### src/rtl/order_byte_serializer.sv
`default_nettype none
// =============================================================================
// Module  : order_byte_serializer
// Brief   : Buffers order words in a FIFO and emits each as a byte frame on a
//           valid/ready stream; drops and counts orders when the FIFO is full.
// Revision: 1.0 - initial release
// =============================================================================
module order_byte_serializer #(
    parameter int FIFO_DEPTH  = 8,
    parameter int ORDER_WIDTH = 72,
    parameter int LVL_W       = $clog2(FIFO_DEPTH) + 1
) (
    input  logic                   clk_100mhz,
    input  logic                   global_reset_n,
    input  logic [ORDER_WIDTH-1:0] order_bus,
    input  logic                   order_valid,
    output logic [7:0]             byte_data,
    output logic                   byte_valid,
    input  logic                   byte_ready,
    output logic                   byte_first,
    output logic                   byte_last,
    output logic [LVL_W-1:0]       fifo_level,
    output logic                   overflow,
    input  logic                   clear_overflow,
    output logic [15:0]            drop_count
);
    localparam int NBYTES = ORDER_WIDTH / 8;
    localparam int PTR_W  = $clog2(FIFO_DEPTH);
    localparam int IDX_W  = (NBYTES > 1) ? $clog2(NBYTES) : 1;

    localparam logic [IDX_W-1:0] c_LAST_IDX = IDX_W'(NBYTES - 1);
    localparam logic [LVL_W-1:0] c_FULL_LVL = LVL_W'(FIFO_DEPTH);

    typedef enum logic [0:0] {
        S_IDLE = 1'b0,
        S_SEND = 1'b1
    } state_t;

    state_t                 r_state;
    state_t                 w_state_nxt;
    logic [ORDER_WIDTH-1:0] r_mem [FIFO_DEPTH];
    logic [PTR_W-1:0]       r_wr_ptr;
    logic [PTR_W-1:0]       r_rd_ptr;
    logic [LVL_W-1:0]       r_level;
    logic [ORDER_WIDTH-1:0] r_shift;
    logic [IDX_W-1:0]       r_idx;
    logic                   r_overflow;
    logic [15:0]            r_drop_count;

    logic w_full;
    logic w_empty;
    logic w_push;
    logic w_drop;
    logic w_pop;
    logic w_advance;
    logic w_sending;

    // Fullness is judged on the registered level, so a same-cycle pop never rescues a write.
    assign w_full  = (r_level == c_FULL_LVL);
    assign w_empty = (r_level == '0);
    assign w_push  = order_valid && !w_full;
    assign w_drop  = order_valid && w_full;

    always_ff @(posedge clk_100mhz or negedge global_reset_n) begin
        if (!global_reset_n) begin
            r_state <= S_IDLE;
        end else begin
            r_state <= w_state_nxt;
        end
    end

    always_comb begin
        w_state_nxt = r_state;
        w_pop       = 1'b0;
        w_advance   = 1'b0;
        case (r_state)
            S_IDLE: begin
                if (!w_empty) begin
                    w_pop       = 1'b1;
                    w_state_nxt = S_SEND;
                end
            end
            S_SEND: begin
                if (byte_ready) begin
                    if (r_idx != c_LAST_IDX) begin
                        w_advance = 1'b1;
                    end else if (!w_empty) begin
                        w_pop = 1'b1;
                    end else begin
                        w_state_nxt = S_IDLE;
                    end
                end
            end
            default: w_state_nxt = S_IDLE;
        endcase
    end

    always_ff @(posedge clk_100mhz) begin
        if (w_push) begin
            r_mem[r_wr_ptr] <= order_bus;
        end
    end

    always_ff @(posedge clk_100mhz or negedge global_reset_n) begin
        if (!global_reset_n) begin
            r_wr_ptr <= '0;
            r_rd_ptr <= '0;
            r_level  <= '0;
        end else begin
            if (w_push) begin
                r_wr_ptr <= r_wr_ptr + PTR_W'(1);
            end
            if (w_pop) begin
                r_rd_ptr <= r_rd_ptr + PTR_W'(1);
            end
            r_level <= r_level + LVL_W'(w_push) - LVL_W'(w_pop);
        end
    end

    always_ff @(posedge clk_100mhz or negedge global_reset_n) begin
        if (!global_reset_n) begin
            r_shift <= '0;
            r_idx   <= '0;
        end else if (w_pop) begin
            r_shift <= r_mem[r_rd_ptr];
            r_idx   <= '0;
        end else if (w_advance) begin
            r_shift <= r_shift << 8;
            r_idx   <= r_idx + IDX_W'(1);
        end
    end

    // A clear in the same cycle as a drop wins; that drop is not counted.
    always_ff @(posedge clk_100mhz or negedge global_reset_n) begin
        if (!global_reset_n) begin
            r_overflow   <= 1'b0;
            r_drop_count <= '0;
        end else if (clear_overflow) begin
            r_overflow   <= 1'b0;
            r_drop_count <= '0;
        end else if (w_drop) begin
            r_overflow <= 1'b1;
            if (r_drop_count != 16'hFFFF) begin
                r_drop_count <= r_drop_count + 16'd1;
            end
        end
    end

    assign w_sending  = (r_state == S_SEND);
    assign byte_valid = w_sending;
    assign byte_data  = w_sending ? r_shift[ORDER_WIDTH-1 -: 8] : 8'h00;
    assign byte_first = w_sending && (r_idx == '0);
    assign byte_last  = w_sending && (r_idx == c_LAST_IDX);
    assign fifo_level = r_level;
    assign overflow   = r_overflow;
    assign drop_count = r_drop_count;

endmodule
`default_nettype wire

### config.mk
export PLATFORM = sky130hd
export DESIGN_NAME = order_byte_serializer
export DESIGN_NICKNAME = d
export VERILOG_FILES = /design/src/rtl/order_byte_serializer.sv
export SDC_FILE = /design/constraint.sdc
export NUM_CORES = 1
export LEC_CHECK = 0
export ABC_AREA = 1
export CORE_MARGIN = 4
export CORE_UTILIZATION = 50
export DETAILED_ROUTE_END_ITERATION = 8
export GPL_TIMING_DRIVEN = 0
export PLACE_DENSITY = 0.79
export SETUP_SLACK_MARGIN = 0.4
export SYNTH_ARGS = -nofsm -noshare
export SYNTH_HDL_FRONTEND = slang
export SYNTH_SLANG_ARGS = --single-unit
### constraint.sdc
create_clock -name clk_100mhz -period 8.73 [get_ports clk_100mhz]
set_input_delay 1.3095 -clock clk_100mhz [delete_from_list [all_inputs] [get_ports clk_100mhz]]
set_output_delay 1.3095 -clock clk_100mhz [all_outputs]
set_load 0.005 [all_outputs]
==> impl_metrics.csv, run 1 <==
group,metric,value,unit
run_status,status,"completed",
global_routing,globalRouteTotalUtil,0.256,
synth,synth-seq-area-share,0.714,
setup_path,cp-startpoint,"byte_valid",
die,rows,86,
power_and_ir_drop,power_density,334,nW/µm²
clocking,post_cts_hold_buffer_count,0,
synth,syn_nets,2520,
global_routing,grt_overflow_total,0,
die,initial_utilization,0.506,
place,hpwl,50600,µm
timing,finalSetupTns,0,ns
synth,ys_warn_count,0,
detailed_routing,drtIter0Drc,2843,
timing,post-route-period-util,0.456,
clocking,postCtsSetupRepairBufs,0,
global_routing,grt_max_degree,75,
synth,synth_seq_cells,680,
die,die_area,59600,µm²
clocking,cts_tree,"yes",
power_and_ir_drop,power_leakage,12.1,nW
clocking,cts.sinks,680,
timing,slew_headroom,0.342,
die,io_pins,109,
min_path,hp-start,"r_shift[54]",
layout,post-route-util,0.594,
setup_path,crit_arrival,2.67,ns
setup_path,critPathTopFamily,"buffers and inverters",
detailed_routing,antenna_left,0,
power_and_ir_drop,ir_drop,0.199,mV
detailed_routing,drt_pass1_iterations,6,
layout,final_common_cell,"edfxtp_1",
synth,synth_area_leaders,"edfxtp_1 62%, dfrtp_1 9.3%, nand2_1 6.5%",
clocking,cts_buffer_depth,3,
timing,clock.fmax,0.251,GHz
layout,syn_to_final_growth,17.5,%
setup_path,cp_max_fo,10,
detailed_routing,route.detailed.drc,0,
synth,synth_top_area_frac,0.621,
clocking,path_clk_slew,0.06,ns
detailed_routing,wl,77800,µm
setup_path,worst_ep_required_time,7.42,ns
global_routing,grt_pass1_vias,19700,
clocking,clk_latency,0.61,ns
layout,final_cell_mix,"576 x edfxtp_1, 481 x nand2_1, 446 x nor2_1",
place,port_buffers,108,
timing,rsz0062_at_grt,"false",
synth,netlist-cell-type-count,36,
setup_path,cp.buffers_inverters,2,
clocking,numCtsBuffers,69,
detailed_routing,wl_per_cell,22.6,µm
timing,slew_viol_final,0,
clocking,ctsRootBufferMaster,"clkbuf_16",
setup_path,startpoint_type,"flop",
timing,tightest_slew,0.984,ns
setup_path,crit_chain,"clkbuf_1, nand3_1, nor2_1, clkdlybuf4s50_1",
place,gp_congestion,0.901,
synth,syn-mean-instance-area,11.5,µm²
global_routing,grt_antenna_before_repair,4,
die,die_y,244,µm
clocking,post_cts_resized,0,
min_path,hold_class,"reg2reg",
run,maxCapViolations,0,
synth,syn-cell-area,27900,µm²
synth,yosys.area.top_type,"edfxtp_1",
setup_path,critical_path.max_stage_delay,0.59,ns
timing,period_minus_slack,3.98,ns
timing,fin_skew,0.0187,ns
clocking,htreeDepth,3,
setup_path,timing.rr.start,"fifo_level[2]",
global_routing,grt_pass1_wl,116000,µm
setup_path,worstSetupPathType,"reg2out",
detailed_routing,via_per_inst,5.82,
timing,hold_violations,0,
layout,nets,2723,
timing,setup_violations,0,
setup_path,crit_path_end_kind,"output port",
die,core-area,55100,µm²
layout,drive_gt1_frac,0.106,
detailed_routing,via_count,20000,
synth,synth_cells,2432,
die,dieWidth,244,µm
setup_path,cp_slowest_cell,"clkdlybuf4s50_1",
-- worst reg2reg max path: cells and delay by family (launching register included) --
kind / cells / cell delay, ns
adders and majority gates: 1 / 0.23
buffers and inverters: 5 / 0.88
DFF: 1 / 0.39
and+or+nand+nor: 4 / 1.01
-- stage by stage --
stage                     power [mW]  hold slack, ns  instances  instance area [µm²]  setup WS, ns
after detailed placement        7.91           0.488       3312                30500          4.84
after global routing            11.4           0.518       3439                32700          4.61
after global placement          7.72           0.472       3288                29900        0.0351
final                           10.9           0.502       3439                32700          4.75
after CTS                       10.9           0.504       3438                32700          4.79
after floorplan                 6.49           0.457       2432                27900          3.52
-- sequential cells by signal, indices dropped and copies added (netlist names) --
register	flops
r_idx	4
r_shift	72
fifo_level	4
r_rd_ptr	3
byte_valid	1
drop_count	16
r_mem	576
overflow	1
r_wr_ptr	3
-- power by group --
group          switching (mW)  total (mW)  internal (mW)
Sequential              0.207        4.33           4.13
Clock                    1.24        2.95           1.72
Combinational            2.53        3.64           1.12
Total                    3.97        10.9           6.96
-- cell usage after synthesis --
cell,number
a21oi_1,14
a31oi_1,1
buf_1,1
buf_12,1
buf_2,74
buf_4,9
buf_6,12
buf_8,1
clkbuf_1,45
clkinv_1,1
dfrtp_1,104
edfxtp_1,576
fa_1,1
ha_1,10
inv_1,58
inv_2,4
nand2_1,481
nand2_2,6
nand2_4,1
nand3_1,227
nand3_2,1
nand3b_1,4
nand4_1,3
nor2_1,454
nor2_2,3
nor2_4,1
nor3_1,2
o211ai_1,57
o21ai_0,186
o21ai_1,44
o21ai_2,8
o21bai_1,1
o22ai_1,5
or2_2,25
xnor2_1,3
xor2_1,8
-- kinds of logic (layout without fill, tap and decap cells) --
family          after synthesis  in the layout  synth area share
compound gates              316            316            0.0633
xor+xnor                     11             11           0.00346
fa+ha+maj                    11             11           0.00521
buf+inv                     206            464            0.0365
flops                       680            680             0.714
other cells                   0              1                 0
simple gates               1208           1208             0.178
-- metal layers --
metal / global-route usage / share of wire
met2: 0.408 / 0.47
met4: 0.131 / 0.052
met5: 0 / 0.00058
met1: 0.335 / 0.37
met3: 0.0539 / 0.11
-- worst paths after layout --
| path | endpoint | slack [ns] | cells after the start |
|---|---|---|---|
| worst min-delay path | r_shift[62] | 0.50 | 2 |
| worst max register to register | r_mem[1][9] | 5.92 | 10 |
| max in group asynchronous | r_shift[2] | 7.34 | 2 |
| min in group asynchronous | drop_count[9] | 0.65 | 1 |
| worst min register to register | r_shift[62] | 0.50 | 2 |
| worst max-delay path | byte_first | 4.75 | 4 |
-- layout make-up --
cell class,count,area (µm²)
Timing Repair Buffer,132,1610
Fill cell,4196,22400
Multi-Input combinational cell,1546,7020
Tap cell,748,936
Buffer,143,781
Antenna cell,1,2.50
Clock inverter,35,328
Inverter,63,236
Clock buffer,91,1930
Sequential cell,680,19900
(Power assumes the default switching activity.)
==> run 2, diff against run 1 <==
==> constraint.sdc (replaced) <==
create_clock -name clk_100mhz -period 3.7 [get_ports clk_100mhz]
set_input_delay 0.555 -clock clk_100mhz [delete_from_list [all_inputs] [get_ports clk_100mhz]]
set_output_delay 0.555 -clock clk_100mhz [all_outputs]
set_load 0.005 [all_outputs]
==> run 2 against run 1 <==
Net effect:
- routed wire length grew 1.3%
- hold slack worse by 0.064 ns
- final cell count about the same
- clock power increased by 140%
- global-route usage increased by 0.40 points
- largest cell class unchanged
- clock skew grew 0.0079 ns
- first-iteration DRC count up 8.4%
- worst setup slack got worse by 4.0 ns
- combinational power rose by 140%
- register-to-register slack worse by 5.1 ns
==> impl_metrics.csv, run 2 (synthesis results as in run 1) <==
group,metric,value,unit
layout,regMostFlops,"r_mem",
die,core-area,55100,µm²
timing,slew_headroom,0.363,
setup_path,regToRegSetupSlack,0.87,ns
global_routing,grt_max_degree,74,
clocking,cts.sinks,680,
setup_path,r2r-end,"fifo_level[2]",
detailed_routing,via_count,20200,
layout,design_area,32900,µm²
layout,final_cells,3442,
clocking,htreeDepth,3,
detailed_routing,wl_per_cell,22.9,µm
die,io_pins,109,
timing,period_minus_slack,2.96,ns
setup_path,crit_path_end_kind,"output port",
detailed_routing,via_per_inst,5.88,
place,dpl-instance-area,30500,µm²
layout,seqCellArea,19900,µm²
setup_path,cp_max_fo,10,
place,hpwl,50900,µm
setup_path,crit_arrival,2.40,ns
timing,finalWorstSetupSlack,0.740,ns
timing,setup_violations,0,
clocking,clk_latency,0.62,ns
place,gp_congestion,0.892,
clocking,path_clk_slew,0.06,ns
power_and_ir_drop,power_density,794,nW/µm²
timing,tightest_slew,0.955,ns
power_and_ir_drop,power_leakage,12.1,nW
timing,fin_skew,0.0267,ns
die,dieWidth,244,µm
min_path,hold_class,"in2async",
place,placed_cells,3313,
layout,final_cell_mix,"576 x edfxtp_1, 481 x nand2_1, 446 x nor2_1",
die,initial_utilization,0.506,
die,die_y,244,µm
global_routing,grt_pass1_wl,118000,µm
setup_path,timing.rr.start,"r_idx[0]",
setup_path,reg2regPathDepth,13,
power_and_ir_drop,ir_drop,0.470,mV
global_routing,grt_pass1_vias,20100,
timing,fin_hold_ws,0.438,ns
detailed_routing,drtIter0Drc,3082,
detailed_routing,route.detailed.drc,0,
layout,largest_reg_flops,576,
clocking,cts_buffer_depth,3,
die,rows,86,
detailed_routing,antenna_left,0,
layout,drive_gt1_frac,0.104,
clocking,numCtsBuffers,69,
die,die_area,59600,µm²
power_and_ir_drop,total_power,26.1,mW
global_routing,grt_overflow_total,0,
detailed_routing,wl,78800,µm
clocking,postCtsSetupRepairBufs,0,
layout,fill_cells,4179,
clocking,ctsRootBufferMaster,"clkbuf_16",
timing,post-route-period-util,0.800,
setup_path,worstSetupPathType,"reg2out",
place,dp_slack,0.641,ns
run_status,status,"completed",
timing,rsz0062_at_grt,"false",
setup_path,worst_ep_required_time,3.14,ns
detailed_routing,drt_pass1_iterations,6,
layout,nets,2725,
timing,hold_violations,0,
clocking,cts_tree,"yes",
layout,final_common_cell,"edfxtp_1",
global_routing,globalRouteTotalUtil,0.260,
run,maxCapViolations,0,
place,port_buffers,108,
timing,clock.fmax,0.338,GHz
setup_path,startpoint_type,"flop",
timing,slew_viol_final,0,
layout,multi_input_area,7020,µm²
global_routing,grt_antenna_before_repair,1,
layout,syn_to_final_growth,17.9,%
run 2: critical path, cell delays in order (launching register included):
cell and delay, ns:
dfrtp_1 0.43, clkbuf_2 0.33, nand3_1 0.12, nor2_1 0.34, clkdlybuf4s50_1 0.59
run 2: worst max path at each step:
stage / start / to / slack, ns / cells after the start
after floorplan: fifo_level[2] / r_mem[1][0] / -0.79 / 7
after global placement: order_valid / r_mem[3][13] / -4.15 / 5
after detailed placement: order_valid / r_mem[5][13] / 0.64 / 7
after CTS: byte_valid / byte_first / 0.54 / 4
after global routing: byte_valid / byte_first / 0.63 / 4
final: byte_valid / byte_first / 0.74 / 4
run 2: area by class of cell:
type | count | share of cell area
Sequential cell | 680 | 0.605
Buffer | 143 | 0.0238
Inverter | 63 | 0.00719
Clock buffer | 98 | 0.0580
Tap cell | 748 | 0.0285
Timing Repair Buffer | 134 | 0.0506
Multi-Input combinational cell | 1546 | 0.213
Antenna cell | 1 | 0.0000761
Clock inverter | 29 | 0.0130
run 2: through the flow:
| step | util | setup TNS, ns |
|---|---|---|
| 2_1_floorplan | - | -228.87 |
| 3_3_place_gp | 0.543 | -1438.34 |
| 3_5_place_dp | 0.554 | 0 |
| 4_1_cts | 0.597 | 0 |
| 5_1_grt | 0.597 | 0 |
| 6_report | 0.597 | 0 |
run 2: per-layer routing:
| layer | wire, µm | up-vias | global-route usage |
|---|---|---|---|
| met5 | 0 | - | 0 |
| met4 | 4170 | 0 | 0.126 |
| met3 | 9060 | 274 | 0.0600 |
| met2 | 37000 | 1393 | 0.423 |
| met1 | 28600 | 9743 | 0.332 |
| li1 | - | 8817 | - |
run 2: power breakdown:
group | internal (mW) | total, mW | leakage [nW] | switching, mW
Sequential | 9.74 | 10.2 | 6.53 | 0.491
Clock | 4.32 | 7.21 | 1.13 | 2.90
Combinational | 2.65 | 8.66 | 4.43 | 6.01
Total | 16.7 | 26.1 | 12.1 | 9.40
run 2: repair_timing:
action	4_1_cts	5_1_grt
hold buffers	1	0
resized for setup	0	2
hold endpoints to repair	31	0
setup endpoints to repair	0	1
==> patch 1: new RTL, settings of run 2 <==
Make the reset (`global_reset_n`) synchronous in 4 clocked blocks.
--- a/src/rtl/order_byte_serializer.sv
+++ b/src/rtl/order_byte_serializer.sv
@@ -62,5 +62,5 @@
     assign w_drop  = order_valid && w_full;
 
-    always_ff @(posedge clk_100mhz or negedge global_reset_n) begin
+    always_ff @(posedge clk_100mhz) begin
         if (!global_reset_n) begin
             r_state <= S_IDLE;
@@ -102,5 +102,5 @@
     end
 
-    always_ff @(posedge clk_100mhz or negedge global_reset_n) begin
+    always_ff @(posedge clk_100mhz) begin
         if (!global_reset_n) begin
             r_wr_ptr <= '0;
@@ -118,5 +118,5 @@
     end
 
-    always_ff @(posedge clk_100mhz or negedge global_reset_n) begin
+    always_ff @(posedge clk_100mhz) begin
         if (!global_reset_n) begin
             r_shift <= '0;
@@ -132,5 +132,5 @@
 
     // A clear in the same cycle as a drop wins; that drop is not counted.
-    always_ff @(posedge clk_100mhz or negedge global_reset_n) begin
+    always_ff @(posedge clk_100mhz) begin
         if (!global_reset_n) begin
             r_overflow   <= 1'b0;
Check against the original RTL: differs if global_reset_n is asserted again (counterexample within 4 cycles, from zero or initial values and one cycle with global_reset_n low); with global_reset_n held inactive, the same outputs for 4 cycles.
==> patch 1 against run 2 <==
Die area is 0.20% higher; routed wire length is 3.5% lower; clock skew is 0.0089 ns lower; setup slack worse by 0.037 ns; cell area is 1.0% lower; sequential cell count is 3 higher; critical path type is now register to register; highest routed layer is now met5; critical path depth is 5 higher; area after synthesis is 0.21% higher; total power is 9.1% lower; final cell count is 3.5% higher.
==> patch 1: results (changes against run 2) <==
place:
  portBuffers: 107  # was 108
  place_area_sq_mm: 0.0304  # was 0.0305 sq mm
  gp_congestion: 0.908  # was 0.892
  hpwl_mm: 49.8  # was 50.9 mm
  place_ws_ns: 0.431  # was 0.641 ns
timing:
  post-route-min-period_ns: 3.00  # was 2.96 ns
  fin_worst_skew_ns: 0.0178  # was 0.0267 ns
  holdWs_ns: 0.476  # was 0.438 ns
final_layout:
  multi_input_area_sq_mm: 0.00739  # was 0.00702 sq mm
  nClkBuffers: 93  # was 98
  drive_gt1_frac: 0.0816  # was 0.104
  clk_share: 0.0647  # was 0.0710
  multi_input_cells: 1639  # was 1546
  seq_cell_count: 683  # was 680
  sh_seq_area: 0.597  # was 0.605
  final_nets: 2844  # was 2725
  nonClkBufAreaFrac: 0.0722  # was 0.0744
  fillCellCount: 4213  # was 4179
  antennaDiodeCount: 6  # was 1
  multi_input_area_share: 0.227  # was 0.213
  n_all_buffers: 283  # was 277
route:
  dr_wl_met2_mm: 36.4  # was 37.0 mm
  drt_iter0_drc: 2446  # was 3082
  drt-met1-wl_mm: 28.4  # was 28.6 mm
  top_layer_used: "met5"  # was met4
  met3WireLength_mm: 8.13  # was 9.06 mm
  via_per_inst: 5.78  # was 5.88
synthesis:
  synth_cell_type_count: 29  # was 36
  synthArstFlopShare: 0  # was 0.153
  synth_xor_area_frac: 0.00251  # was 0.00346
  synth_common_cells: "nand2_1, edfxtp_1, nor2_1"  # was edfxtp_1, nand2_1, nor2_1
  syn_nets: 2647  # was 2520
  synth_area_leaders: "edfxtp_1, nand2_1, dfxtp_1"  # was edfxtp_1, dfrtp_1, nand2_1
  synth_fa_ha_area_frac: 0.00520  # was 0.00521
  ys_seq_area_frac: 0.696  # was 0.714
  synth_compound_area_frac: 0.0617  # was 0.0633
clock_network:
  clock_latency_ns: 0.60  # was 0.62 ns
  cts_buffers: 68  # was 69
worst_setup_path:
  timing_worst_setup_path_type: "register to register"  # was register to primary output
  cp_max_fo: 25  # was 10
  regToRegSetupSlack_ns: 0.70  # was 0.87 ns
  critPathLaunch: "fifo_level[2]"  # was byte_valid
  rr_endpoint: "r_mem[2][7]"  # was fifo_level[2]
  arrival_ns: 3.28  # was 2.40 ns
global_route:
  grt_max_degree: 29  # was 74
  grt_first_pass_wirelength_mm: 114  # was 118 mm
  grt_pass1_vias: 20000  # was 20100
  grt_use_met2: 0.405  # was 0.423
  use_met1: 0.319  # was 0.332
  grt_util_met3: 0.0513  # was 0.0600
  antenna_found_initial: 4  # was 1
  track_usage: 0.248  # was 0.260
worst_hold_path:
  holdPathStages: 3
  hold_path_class: "primary input to register"  # was primary input to asynchronous set/reset pin
power:
  ir_worst_vdd_uv: 399  # was 470 uV
  p_sw_mw: 8.42  # was 9.40 mW
  p_leak_nw: 11.9  # was 12.1 nW
run_status:
  outcome: "completed"  # unchanged
## patch 1: through the flow
stage	utilization	instances	TNS [ns]
2_1_floorplan	-	2559	-212.53
3_3_place_gp	0.543	3414	-1163.60
3_5_place_dp	0.551	3434	0
4_1_cts	0.589	3555	0
5_1_grt	0.589	3557	0
6_report	0.589	3561	0
## patch 1: worst max-delay path, cell delays in order (launching register included)
cell and delay, ns:
dfxtp_1 0.34, inv_1 0.08, ha_1 0.21, nand3_1 0.08, nand2_1 0.14, inv_1 0.20
nand2_1 0.28, nor2_4 0.78, buf_12 0.29, buf_12 0.23
## patch 1: power groups by stage
stage	sequential (mW)	combinational (mW)	clock (mW)
after detailed placement	9.67	7.34	0
final	9.54	7.59	6.61
after global routing	9.58	8.22	6.95
after global placement	9.68	7.00	0
after floorplan	9.55	4.76	0
after CTS	9.51	7.43	6.64
==> patch 2: new RTL, config.mk and constraints of run 2 <==
Without the edit above. The parameter `ORDER_WIDTH` goes from 72 to 76.
--- a/src/rtl/order_byte_serializer.sv
+++ b/src/rtl/order_byte_serializer.sv
@@ -8,5 +8,5 @@
 module order_byte_serializer #(
     parameter int FIFO_DEPTH  = 8,
-    parameter int ORDER_WIDTH = 72,
+    parameter int ORDER_WIDTH = 76,
     parameter int LVL_W       = $clog2(FIFO_DEPTH) + 1
 ) (
Interface: changed (resized order_bus); port bits go from 109 to 113. The function was not compared with the original's and may differ.
==> patch 2 against run 2 <==
Routed wire length is essentially flat; cell area up 6.6%; area after synthesis is 7.6% higher; combinational power grew 2.9%; setup slack better by 0.0022 ns; die area grew 7.4%; sequential cell count up 36; total power is 2.6% higher; critical endpoint is now byte_data[2]; largest cell class unchanged; largest power group unchanged.
==> patch 2: results (changes against run 2) <==
run_status:
  outcome: "completed"  # unchanged
global_route:
  grt_use_met2: 0.397  # was 0.423
  use_met1: 0.323  # was 0.332
  grt_util_met3: 0.0496  # was 0.0600
  grt_pass1_vias: 20400  # was 20100
  grt_first_pass_wirelength_mm: 118  # about the same
  antenna_found_initial: 10  # was 1
  grt_max_degree: 67  # was 74
  track_usage: 0.243  # was 0.260
route:
  dr_wl_met2_mm: 37.2  # was 37.0 mm
  met3WireLength_mm: 8.17  # was 9.06 mm
  routedWlPerCell_um: 20.5  # was 22.9 um
  vias: 21400  # was 20200
  firstDrtPassIters: 8  # was 6
  drt_iter0_drc: 2620  # was 3082
  top_layer_used: "met5"  # was met4
  drt-met1-wl_mm: 30.3  # was 28.6 mm
  via_per_inst: 5.56  # was 5.88
power:
  p_sw_frac: 0.362  # was 0.360
  p_leak_nw: 14.0  # was 12.1 nW
  seq_power_share: 0.400  # was 0.392
  p_comb_frac: 0.333  # was 0.332
  ir_worst_vdd_uv: 426  # was 470 uV
timing:
  worst_pin_slew_ns: 1.03  # was 0.955 ns
  fin_worst_skew_ns: 0.0278  # was 0.0267 ns
clock_network:
  clk_pin_slew_worst_paths_ns: 0.06  # about the same
  clockRootBuffer: "clkbuf_16"  # unchanged
  cts_resized: 0  # unchanged
  cts_buffers: 72  # was 69
synthesis:
  ys_seq_area_frac: 0.699  # was 0.714
  synth_area_leaders: "edfxtp_1, nand2_1, dfrtp_1"  # was edfxtp_1, dfrtp_1, nand2_1
  synth_edf_count: 608  # was 576
  synth_cell_type_count: 31  # was 36
  netlist_instances: 2795  # was 2432
  synthArstFlopShare: 0.151  # was 0.153
  yosysWarnings: 0  # unchanged
  syn_nets: 2887  # was 2520
  synth_common_cells: "nand2_1, edfxtp_1, nor2_1"  # was edfxtp_1, nand2_1, nor2_1
place:
  portBuffers: 112  # was 108
  dp_cells: 3705  # was 3313
  hpwl_mm: 52.4  # was 50.9 mm
  gp_congestion: 0.883  # was 0.892
worst_setup_path:
  critical_path.max_stage_delay_ns: 0.52  # was 0.59 ns
  cp_max_fo: 10  # unchanged
  r2r-start: "fifo_level[2]"  # was r_idx[0]
  critPathTopFamily: "buffers and inverters"  # unchanged
final_layout:
  final_nets: 3098  # was 2725
  fillCellCount: 4478  # was 4179
  drive_gt1_frac: 0.0843  # was 0.104
  largest_register_ffs: 608  # was 576
## patch 2: cell types whose count changed after synthesis, moves of 32 or more
cell	delta
nand2_1	+323
inv_1	+176
nor2_1	-133
nand3_1	+56
o21ai_0	-46
o21ai_1	-35
edfxtp_1	+32
## patch 2: layout make-up
cell class	instances	area (sq um)	area share
Antenna cell	6	15.0	0.000428
Buffer	146	738	0.0211
Clock buffer	89	1940	0.0553
Clock inverter	41	364	0.0104
Inverter	238	896	0.0256
Multi-Input combinational cell	1695	7460	0.213
Sequential cell	716	21000	0.598
Tap cell	773	967	0.0276
Timing Repair Buffer	137	1700	0.0486
## patch 2: cell families (layout without fill, tap and decap cells)
| kind of cell | after synthesis | after routing | synth area share |
|---|---|---|---|
| other | 0 | 6 | 0 |
| DFF | 716 | 716 | 0.699 |
| xor gates and xnor gates | 14 | 14 | 0.00409 |
| and+or+nand+nor | 1460 | 1460 | 0.199 |
| buffers and inverters | 384 | 651 | 0.0545 |
| adders and majority gates | 11 | 11 | 0.00484 |
| AOI/OAI and AO/OA | 210 | 210 | 0.0388 |
## patch 2: per-stage QoR
step,total power [mW],utilization,cell area [sq um],setup slack (ns),setup TNS (ns)
global route,28.0,0.591,35000,0.679,0
detailed placement,19.5,0.552,32700,0.651,0
CTS,26.7,0.591,35000,0.722,0
finish,26.8,0.592,35000,0.742,0
global placement,19.1,0.542,32100,-2.15,-1187.38
floorplan,16.0,-,30000,0.199,0
## patch 2: path summary, 6_finish.rpt
kind	cells past startpoint	slack [ns]	end
worst max-delay path	4	0.74	byte_data[2]
worst min-delay path	1	0.05	drop_count[4]
worst max register to register	8	0.95	r_mem[4][44]
worst min register to register	2	0.49	r_shift[6]
max in group asynchronous	2	2.88	r_shift[37]
min in group clk_100mhz	2	0.49	r_shift[6]
